### config.mk
export PLATFORM = sky130hd
export DESIGN_NAME = systolic_rect
export DESIGN_NICKNAME = d
export VERILOG_FILES = /design/src/rtl/systolic_rect.sv
export SDC_FILE = /design/constraint.sdc
export NUM_CORES = 2
export LEC_CHECK = 0
export CORE_MARGIN = 2
export CORE_UTILIZATION = 23
export CTS_CLUSTER_SIZE = 10
export DETAILED_ROUTE_END_ITERATION = 6
export PLACE_DENSITY_LB_ADDON = 0.08
export SYNTH_ARGS = -nofsm -noshare
export SYNTH_HDL_FRONTEND = slang
export SYNTH_SLANG_ARGS = --single-unit
### constraint.sdc
create_clock -name clk -period 6.9 [get_ports clk]
set_input_delay 1.38 -clock clk [delete_from_list [all_inputs] [get_ports clk]]
set_output_delay 1.38 -clock clk [all_outputs]
set_load 0.005 [all_outputs]
### src/rtl/systolic_rect.sv
// -----------------------------------------------------------------------------
// systolic_rect
//    Rectangular ROWS x COLS weight-stationary systolic array of signed MAC
//    processing elements.
//
//    Activations enter on the left, one lane per row, and move one PE to the
//    right per cycle. Weights enter on the top, one lane per column, and move
//    down one PE per cycle. Each weight is latched into the shadow bank of the
//    row named by its index. A switch token travels with the activations and
//    copies shadow -> active. Partial sums move down and leave at the bottom,
//    one lane per column.
//
// Ports
//    clk              rising-edge clock
//    rst              asynchronous active-low reset, clears every PE register
//    sys_data_in      ROWS x DATA_WIDTH_IN signed activations, row r -> PE[r][0]
//    sys_valid_in     ROWS activation valid bits
//    sys_switch_in    ROWS switch tokens (shadow -> active weight swap)
//    sys_weight_in    COLS x DATA_WIDTH_IN signed weights, column c -> PE[0][c]
//    sys_index_in     COLS x IDX_W target row of each weight
//    sys_accept_w_in  COLS weight valid bits
//    sys_stall        freezes every register in the array
//    sys_enable_rows  per-row MAC enable
//    sys_enable_cols  per-column MAC enable
//    sys_data_out     COLS x DATA_WIDTH_ACCUM signed partial sums from row ROWS-1
//    sys_valid_out    COLS partial-sum valid bits
// -----------------------------------------------------------------------------

// -----------------------------------------------------------------------------
// systolic_rect_pe
//    One MAC cell. All forwarded values are registered, so every hop costs one
//    cycle. ROW_ID selects which weight indices this cell captures.
//
// Ports
//    clk, rst          clock and asynchronous active-low reset
//    stall             hold every register
//    enable            1 = accumulate, 0 = registered psum pass-through
//    data_in .. psum_valid_in   values from the left / upper neighbour
//    data_q  .. psum_valid_q    registered values to the right / lower neighbour
// -----------------------------------------------------------------------------
module systolic_rect_pe #(
   parameter int DATA_WIDTH_IN    = 8,
   parameter int DATA_WIDTH_ACCUM = 32,
   parameter int IDX_W            = 2,
   parameter int ROW_ID           = 0,
   parameter int SATURATE         = 0
) (
   input  logic                        clk,
   input  logic                        rst,
   input  logic                        stall,
   input  logic                        enable,
   input  logic [DATA_WIDTH_IN-1:0]    data_in,
   input  logic                        valid_in,
   input  logic                        switch_in,
   input  logic [DATA_WIDTH_IN-1:0]    weight_in,
   input  logic [IDX_W-1:0]            index_in,
   input  logic                        accept_in,
   input  logic [DATA_WIDTH_ACCUM-1:0] psum_in,
   input  logic                        psum_valid_in,
   output logic [DATA_WIDTH_IN-1:0]    data_q,
   output logic                        valid_q,
   output logic                        switch_q,
   output logic [DATA_WIDTH_IN-1:0]    weight_q,
   output logic [IDX_W-1:0]            index_q,
   output logic                        accept_q,
   output logic [DATA_WIDTH_ACCUM-1:0] psum_q,
   output logic                        psum_valid_q
);

   localparam int DW  = DATA_WIDTH_IN;
   localparam int ACC = DATA_WIDTH_ACCUM;
   localparam logic [IDX_W-1:0] ROW_INDEX = IDX_W'(ROW_ID);

   logic [DW-1:0]         shadow_w;
   logic [DW-1:0]         active_w;
   logic signed [2*DW-1:0] product;
   logic [ACC:0]          addend;
   logic [ACC:0]          product_ext;
   logic [ACC:0]          sum_wide;
   logic [ACC-1:0]        sum_next;

   // Full signed multiply: both operands are sign-extended to the product
   // width first so the low 2*DW bits are the exact signed product.
   assign product = $signed({{DW{data_in[DW-1]}}, data_in}) *
                    $signed({{DW{active_w[DW-1]}}, active_w});

   // The sum is formed one bit wider than the accumulator so that overflow
   // is visible as a disagreement between the top two bits.
   assign product_ext = {{(ACC+1-2*DW){product[2*DW-1]}}, product};
   assign addend      = psum_valid_in ? {psum_in[ACC-1], psum_in} : '0;
   assign sum_wide    = addend + product_ext;

   // Either wrap (drop the extra bit) or clamp to the signed accumulator range
   // when the wide sum does not fit.
   always_comb begin
      sum_next = sum_wide[ACC-1:0];
      if ((SATURATE != 0) && (sum_wide[ACC] != sum_wide[ACC-1])) begin
         if (sum_wide[ACC]) begin
            sum_next = {1'b1, {(ACC-1){1'b0}}};
         end else begin
            sum_next = {1'b0, {(ACC-1){1'b1}}};
         end
      end
   end

   // All cell state. A stall freezes everything including the weight banks.
   // On a simultaneous capture and switch the active bank takes the shadow
   // value from before this edge, because both use the current register.
   always_ff @(posedge clk or negedge rst) begin
      if (!rst) begin
         data_q       <= '0;
         valid_q      <= 1'b0;
         switch_q     <= 1'b0;
         weight_q     <= '0;
         index_q      <= '0;
         accept_q     <= 1'b0;
         shadow_w     <= '0;
         active_w     <= '0;
         psum_q       <= '0;
         psum_valid_q <= 1'b0;
      end else if (!stall) begin
         data_q   <= data_in;
         valid_q  <= valid_in;
         switch_q <= switch_in;
         weight_q <= weight_in;
         index_q  <= index_in;
         accept_q <= accept_in;
         if (accept_in && (index_in == ROW_INDEX)) begin
            shadow_w <= weight_in;
         end
         if (switch_in) begin
            active_w <= shadow_w;
         end
         if (enable) begin
            psum_q       <= sum_next;
            psum_valid_q <= valid_in;
         end else begin
            psum_q       <= psum_in;
            psum_valid_q <= psum_valid_in;
         end
      end
   end

endmodule

module systolic_rect #(
   parameter int ROWS             = 4,
   parameter int COLS             = 4,
   parameter int DATA_WIDTH_IN    = 8,
   parameter int DATA_WIDTH_ACCUM = 32,
   parameter int SATURATE         = 0
) (
   input  logic                                  clk,
   input  logic                                  rst,
   input  logic [ROWS*DATA_WIDTH_IN-1:0]         sys_data_in,
   input  logic [ROWS-1:0]                       sys_valid_in,
   input  logic [ROWS-1:0]                       sys_switch_in,
   input  logic [COLS*DATA_WIDTH_IN-1:0]         sys_weight_in,
   input  logic [COLS*((ROWS > 1) ? $clog2(ROWS) : 1)-1:0] sys_index_in,
   input  logic [COLS-1:0]                       sys_accept_w_in,
   input  logic                                  sys_stall,
   input  logic [ROWS-1:0]                       sys_enable_rows,
   input  logic [COLS-1:0]                       sys_enable_cols,
   output logic [COLS*DATA_WIDTH_ACCUM-1:0]      sys_data_out,
   output logic [COLS-1:0]                       sys_valid_out
);

   localparam int DW    = DATA_WIDTH_IN;
   localparam int ACC   = DATA_WIDTH_ACCUM;
   localparam int IDX_W = (ROWS > 1) ? $clog2(ROWS) : 1;

   // Registered outputs of every PE, indexed [row][col].
   logic [DW-1:0]    data_q       [ROWS][COLS];
   logic             valid_q      [ROWS][COLS];
   logic             switch_q     [ROWS][COLS];
   logic [DW-1:0]    weight_q     [ROWS][COLS];
   logic [IDX_W-1:0] index_q      [ROWS][COLS];
   logic             accept_q     [ROWS][COLS];
   logic [ACC-1:0]   psum_q       [ROWS][COLS];
   logic             psum_valid_q [ROWS][COLS];

   for (genvar r = 0; r < ROWS; r++) begin : g_row
      for (genvar c = 0; c < COLS; c++) begin : g_col
         logic [DW-1:0]    data_in;
         logic             valid_in;
         logic             switch_in;
         logic [DW-1:0]    weight_in;
         logic [IDX_W-1:0] index_in;
         logic             accept_in;
         logic [ACC-1:0]   psum_in;
         logic             psum_valid_in;

         // Left edge takes the row ports, inner cells take the left neighbour.
         if (c == 0) begin : g_left_port
            assign data_in   = sys_data_in[r*DW +: DW];
            assign valid_in  = sys_valid_in[r];
            assign switch_in = sys_switch_in[r];
         end else begin : g_left_pe
            assign data_in   = data_q[r][c-1];
            assign valid_in  = valid_q[r][c-1];
            assign switch_in = switch_q[r][c-1];
         end

         // Top edge takes the column ports and starts a fresh (invalid) psum.
         if (r == 0) begin : g_top_port
            assign weight_in     = sys_weight_in[c*DW +: DW];
            assign index_in      = sys_index_in[c*IDX_W +: IDX_W];
            assign accept_in     = sys_accept_w_in[c];
            assign psum_in       = '0;
            assign psum_valid_in = 1'b0;
         end else begin : g_top_pe
            assign weight_in     = weight_q[r-1][c];
            assign index_in      = index_q[r-1][c];
            assign accept_in     = accept_q[r-1][c];
            assign psum_in       = psum_q[r-1][c];
            assign psum_valid_in = psum_valid_q[r-1][c];
         end

         systolic_rect_pe #(
            .DATA_WIDTH_IN    (DW),
            .DATA_WIDTH_ACCUM (ACC),
            .IDX_W            (IDX_W),
            .ROW_ID           (r),
            .SATURATE         (SATURATE)
         ) u_pe (
            .clk           (clk),
            .rst           (rst),
            .stall         (sys_stall),
            .enable        (sys_enable_rows[r] & sys_enable_cols[c]),
            .data_in       (data_in),
            .valid_in      (valid_in),
            .switch_in     (switch_in),
            .weight_in     (weight_in),
            .index_in      (index_in),
            .accept_in     (accept_in),
            .psum_in       (psum_in),
            .psum_valid_in (psum_valid_in),
            .data_q        (data_q[r][c]),
            .valid_q       (valid_q[r][c]),
            .switch_q      (switch_q[r][c]),
            .weight_q      (weight_q[r][c]),
            .index_q       (index_q[r][c]),
            .accept_q      (accept_q[r][c]),
            .psum_q        (psum_q[r][c]),
            .psum_valid_q  (psum_valid_q[r][c])
         );
      end
   end

   // Results leave from the bottom row, one lane per column.
   for (genvar c = 0; c < COLS; c++) begin : g_out
      assign sys_data_out[c*ACC +: ACC] = psum_q[ROWS-1][c];
      assign sys_valid_out[c]           = psum_valid_q[ROWS-1][c];
   end

endmodule

# == After elaboration in Yosys (flattened, before gate mapping) ==
# Cells that the tools add are included.
# word_totals
ff_bits,1036
out_inout_bits,132
input_bits,95
# classes
muxes,44
reduce_logical,52
multipliers,16
eq_ne,12
add_sub_neg,12
n_bitwise,17
# ops
op,n
2-to-1 mux 32 bit,28
adder 32 bit,12
multiplier 8 x 8 -> 16 bit,16
AND reduction 2 bit,32
AND 1 bit,16
== test 2 bit (second input constant),8
logical AND 1 bit,16
2-to-1 mux 1 bit,16
== test 2 x 1 -> 1 bit (second input constant),4
zero test 2 bit,4
inverter 1 bit,1

# == Logic depth before layout (Yosys ltp) ==
# logic_depth
word_depth,3
depth_mapped,34
depth_no_buf,33

# == Hierarchy ==
# Synthesis repeated with hierarchy kept, for this count alone.
# unflattened
cells_unflattened,12871
hier_area_um2,119118.0
# by_module_without_submodules
module,area_each_um2,cells_each,n_inst
systolic_rect_pe at g_row[3].g_col[0].u_pe ...,7374.6,780,4
systolic_rect_pe at g_row[1].g_col[2].u_pe ...,7632.3,854,3
systolic_rect_pe at g_row[0].g_col[1].u_pe ...,7400.8,798,3
systolic_rect_pe at g_row[2].g_col[2].u_pe ...,7379.6,781,2
systolic_rect_pe at g_row[2].g_col[1].u_pe,7538.5,820,1
systolic_rect_pe at g_row[1].g_col[0].u_pe,7407.1,797,1
systolic_rect_pe at g_row[1].g_col[1].u_pe,7397.1,801,1
systolic_rect_pe at g_row[0].g_col[0].u_pe,7314.5,798,1
systolic_rect,103.8,17,1

# == Worst setup path before layout ==
# OpenSTA, ideal clock, no wires.
# synth_timing
kind,in2reg
start,input port sys_data_in[31]
end,register g_row[3].g_col[0].u_pe.psum_q[28]
arrival_ns,7.903
cell_stages,33
setup_time_ns,0.135
setup_slack_ns,-1.138
cell_sequence,clkbuf_1 and2_1 fa_1 inv_1 fa_1 inv_1 fa_1 inv_1 fa_1 inv_1 ha_1 and2_1 a311o_1 o22ai_1 o211ai_1 xor2_1 inv_1 buf_2 buf_1 ha_1 clkbuf_1 a21oi_1 nor2b_1 o21ai_0 nand2b_1 a21oi_1 o31ai_1 a31oi_1 o31ai_1 a21o_1 a21o_1 a21oi_1 o31ai_1
# synth_between
elab_chain_cells,3
# synth_rtl
item,line_no,rtl
start: declaration,155,"input logic [ROWS*DATA_WIDTH_IN-1:0] sys_data_in,"
multiplier 8 x 8 -> 16 bit,84,"assign product = $signed({{DW{data_in[DW-1]}}, data_in}) *"
adder 32 bit,91,assign sum_wide = addend + product_ext;
2-to-1 mux 32 bit,134,if (enable) begin
end signal: assignment,135,psum_q <= sum_next;
end signal: assignment,138,psum_q <= psum_in;
end: declaration,66,"output logic [DATA_WIDTH_ACCUM-1:0] psum_q,"
# Every way passes these cells.
# A chain may end at the register's enable or synchronous reset.

# == Worst setup path after layout ==
# layout_timing
start,register g_row[2].g_col[1].u_pe.data_q[7]
end,register g_row[2].g_col[2].u_pe.psum_q[31]
# layout_between
elab_chain_cells,3
# layout_rtl
item,line_no,rtl
start: declaration,60,"output logic [DATA_WIDTH_IN-1:0] data_q,"
start signal: assignment,122,data_q <= data_in;
multiplier 8 x 8 -> 16 bit,84,
adder 32 bit,91,
2-to-1 mux 32 bit,134,
end signal: assignment,135,
end signal: assignment,138,
end: declaration,66,
# Every way passes these cells.

==> reports/metrics.csv <==
stage,metric,value,unit
setup_path,cp_slowest_stage_delay,0.53,ns
placed_design,portBuffers,226,
layout,nets,13230,
synth,synth_edf_count,0,
timing,setup_ws,-0.1113,ns
layout,fin_area,121300,µm²
global_route,grt_pass1_vias,77330,
synth,yosysTopAreaCell,dfrtp_1,
setup_path,critPathCapture,g_row[2].g_col[2].u_pe.psum_q[31],
setup_path,slowest_stage,fa_1,
synth,synth-seq-cells,972,
clocking,insertion_delay,0.84,ns
clocking,clk_pin_slew,0.06,ns
routing,drc,0,
routing,finalWirelength,314.0,mm
timing,fmax,142.6,MHz
routing,wl_per_cell,18.36,µm
synth,synth_most_common_cell,inv_1,
synth,synth_top_area_share,25.41,%
timing,finalMaxSlewViolations,0,
die,dieArea,421400,µm²
timing,rsz0062_at_grt,true,
job,maxCapViolations,0,
layout,area_growth,26.72,%
timing,fin_worst_skew,0.04119,ns
setup_path,r2r-start,g_row[2].g_col[1].u_pe.data_q[7],
timing,hold_viol,0,
die,core_area,413700,µm²
die,die_y,649.2,µm
setup_path,worst-r2r-setup-slack,-0.11,ns
clocking,cts_hold_buf,0,
timing,min_period,7.011,ns
global_route,antenna_found_initial,31,
global_route,grt.total_usage,14.74,%
synth,synth.area.mux_share,7.300,%
synth,async_reset_ff_share,100.0,%
clocking,cts_max_level,4,
synth,synth_ff_type,dfrtp_1,
synth,synth_area_leaders,"dfrtp_1 25%, fa_1 19%, ha_1 9.4%, mux2_2 6.2%, and2_1 6.0%",
clocking,cts_tree,yes,
placed_design,place_area,112500,µm²
routing,firstDrtPassIters,5,
setup_path,required,7.59,ns
run_status,status,"complete, but fails checks",
synth,ys_warn_count,0,
timing,max_slew_margin,14.76,%
clocking,cts_sinks,972,
synth,syn_inst,10290,
placed_design,dpl.hpwl,256.2,mm
placed_design,place.gp.congestion,0.8292,
synth,synth.distinct_cells,90,
routing,drt-initial-drc-count,3135,
setup_path,endpoint_kind,flip-flop,
synth,yosys.area_share.simple,14.76,%
setup_path,r2r_cells,35,
clocking,cts_made_buffers,142,
worst_hold_path,hp-start,g_row[0].g_col[1].u_pe.switch_q,
setup_path,crit_start,g_row[2].g_col[1].u_pe.data_q[7],
timing,setup_viol,2,
synth,syn_area,95740,µm²
routing,via_count,73960,
layout,layout-drive-gt1-share,22.42,%
timing,fin_crit_sh,101.6,%
die,start_util,23.14,%
clocking,cts-root-buf,clkbuf_16,
die,die_x,649.2,µm
die,num_rows,236,
setup_path,worst_setup_path_start_kind,flip-flop,
clocking,clk_path_buf_depth,4,
synth,synth_top_family_by_area,adder cells,
routing,ant_nets,0,
synth,synth-seq-area-share,25.41,%
run_status,violations,negative setup slack,
global_route,grt_max_degree,159,
global_route,grt_overflow,0,
setup_path,arrival,7.70,ns
global_route,grt_pass1_wl,484.7,mm
synth,synth_fa_ha_area_share,28.15,%
synth,syn_nets,12000,
synth,synth_xor_area_share,4.692,%
synth,synth_area_per_cell,9.307,µm²
setup_path,path_max_fanout,3,
synth,synth_commonest_cells,"1454 x inv_1, 972 x dfrtp_1, 925 x and2_1",
die,io_pins,227,
timing,worst_slew_pin_slew,1.279,ns
setup_path,path_class,flip-flop to flip-flop,
routing,post_drt_via_cell_ratio,4.325,
setup_path,reg2reg_to,g_row[2].g_col[2].u_pe.psum_q[31],
synth,synth-compound-area-share,12.44,%
worst_hold_path,hp-class,flip-flop to flip-flop,
==> timing repair <==
item	in CTS	in global routing
resized for setup	335	455
buffers inserted	67	62
endpoints found under the hold margin	0	0
pin swaps	213	276
setup endpoints to repair	91	150
==> cell usage in the layout (no fill, tap or decap), types with 30 or more instances in the layout <==
master,netlist,routed
inv_2,0,49
and2_1,925,886
buf_6,1,73
o21ai_0,549,475
a31oi_1,37,30
clkbuf_16,0,146
a21oi_1,604,509
a211oi_1,51,40
xnor2_1,383,361
nand2_1,899,881
a21o_1,169,169
o21ai_1,5,55
a21oi_2,2,78
buf_4,4,1161
ha_1,720,642
and2_4,0,40
fa_1,896,875
o21a_1,50,47
mux2i_1,102,99
mux2_2,530,523
a22o_1,33,33
o21bai_1,127,122
nand3_1,84,80
xor2_1,128,122
inv_1,1454,1400
clkdlybuf4s50_1,0,206
nor2b_1,124,118
and3_1,31,30
nand2b_1,82,80
dfrtp_1,972,935
dfrtp_2,0,37
nor3_1,89,82
nor2_1,391,376
ha_4,0,62
==> state kept, by name (all words and copies together), names as in the netlist <==
register / flops
g_row.g_col.u_pe.psum_valid_q: 16
g_row.g_col.u_pe.psum_q: 448
g_row.g_col.u_pe.weight_q: 96
g_row.g_col.u_pe.index_q: 24
g_row.g_col.u_pe.valid_q: 12
g_row.g_col.u_pe.active_w: 128
g_row.g_col.u_pe.switch_q: 12
g_row.g_col.u_pe.data_q: 96
g_row.g_col.u_pe.accept_q: 12
g_row.g_col.u_pe.shadow_w: 128
==> routing by layer <==
layer / part of all wire (%) / track usage, % / routed length (µm) / up-vias
met5: 0.026 / 0 / 81 / -
met4: 1.7 / 2.473 / 5310 / 12
met3: 2.6 / 1.499 / 8249 / 236
met2: 45 / 23.77 / 141800 / 812
met1: 50 / 21.45 / 158600 / 36650
li1: - / - / - / 36250
==> critical path: cells and delay by family (launching register included) <==
kind / cells / cell delay (ns)
buffers and inverters: 8 / 0.63
AND/OR/NAND/NOR: 4 / 0.41
XOR/XNOR: 2 / 0.30
adder cells (fa/ha/maj): 6 / 2.57
multiplexers: 1 / 0.24
AO/OA/AOI/OAI: 14 / 2.30
flip-flops: 1 / 0.42
==> logic make-up (layout without fill, tap and decap cells) <==
family / count (synthesis) / after routing
AND/OR/NAND/NOR: 2783 / 2783
AO/OA/AOI/OAI: 1929 / 1929
buffers and inverters: 1843 / 3169
adder cells (fa/ha/maj): 1616 / 1616
flip-flops: 972 / 972
multiplexers: 632 / 632
XOR/XNOR: 512 / 512
other: 0 / 15
==> metrics by stage <==
| step | worst slack (ns) | std cells | hold slack [ns] | utilization (%) | setup TNS, ns |
|---|---|---|---|---|---|
| 2_1_floorplan | -0.4279 | 10290 | 0.4460 | - | -4.238 |
| 3_3_place_gp | -1.589 | 16730 | 0.4541 | 27.19 | -72.99 |
| 6_report | -0.1113 | 17100 | 0.4717 | 29.33 | -0.1794 |
| 4_1_cts | -0.1678 | 17030 | 0.4740 | 28.78 | -0.6656 |
| 5_1_grt | -0.5097 | 17090 | 0.4820 | 29.32 | -7.194 |
| 3_5_place_dp | -1.568 | 16740 | 0.4611 | 27.20 | -71.79 |
==> layout make-up <==
| cell class | instances | area (µm²) |
|---|---|---|
| multi-input cells | 7472 | 67730 |
| clock inverters | 44 | 658.1 |
| well taps | 5474 | 6849 |
| repair buffers | 1474 | 12100 |
| clock buffers | 192 | 4076 |
| flip-flops and latches | 972 | 24370 |
| diodes | 15 | 37.54 |
| fillers | 43510 | 292400 |
| inverters | 1459 | 5498 |
==> how the worst min path moves through the flow <==
stage                                           end  slack, ns  cells after the start
floorplan           g_row[0].g_col[0].u_pe.switch_q       0.45                      1
global placement    g_row[0].g_col[1].u_pe.switch_q       0.45                      1
detailed placement  g_row[0].g_col[1].u_pe.switch_q       0.46                      1
CTS                 g_row[0].g_col[1].u_pe.switch_q       0.47                      1
global route        g_row[1].g_col[0].u_pe.switch_q       0.48                      1
finish              g_row[0].g_col[1].u_pe.switch_q       0.47                      1
Power is left out: the tool's default activity adds up to more than one toggle a clock period on the data nets, which glitch-free logic cannot reach.
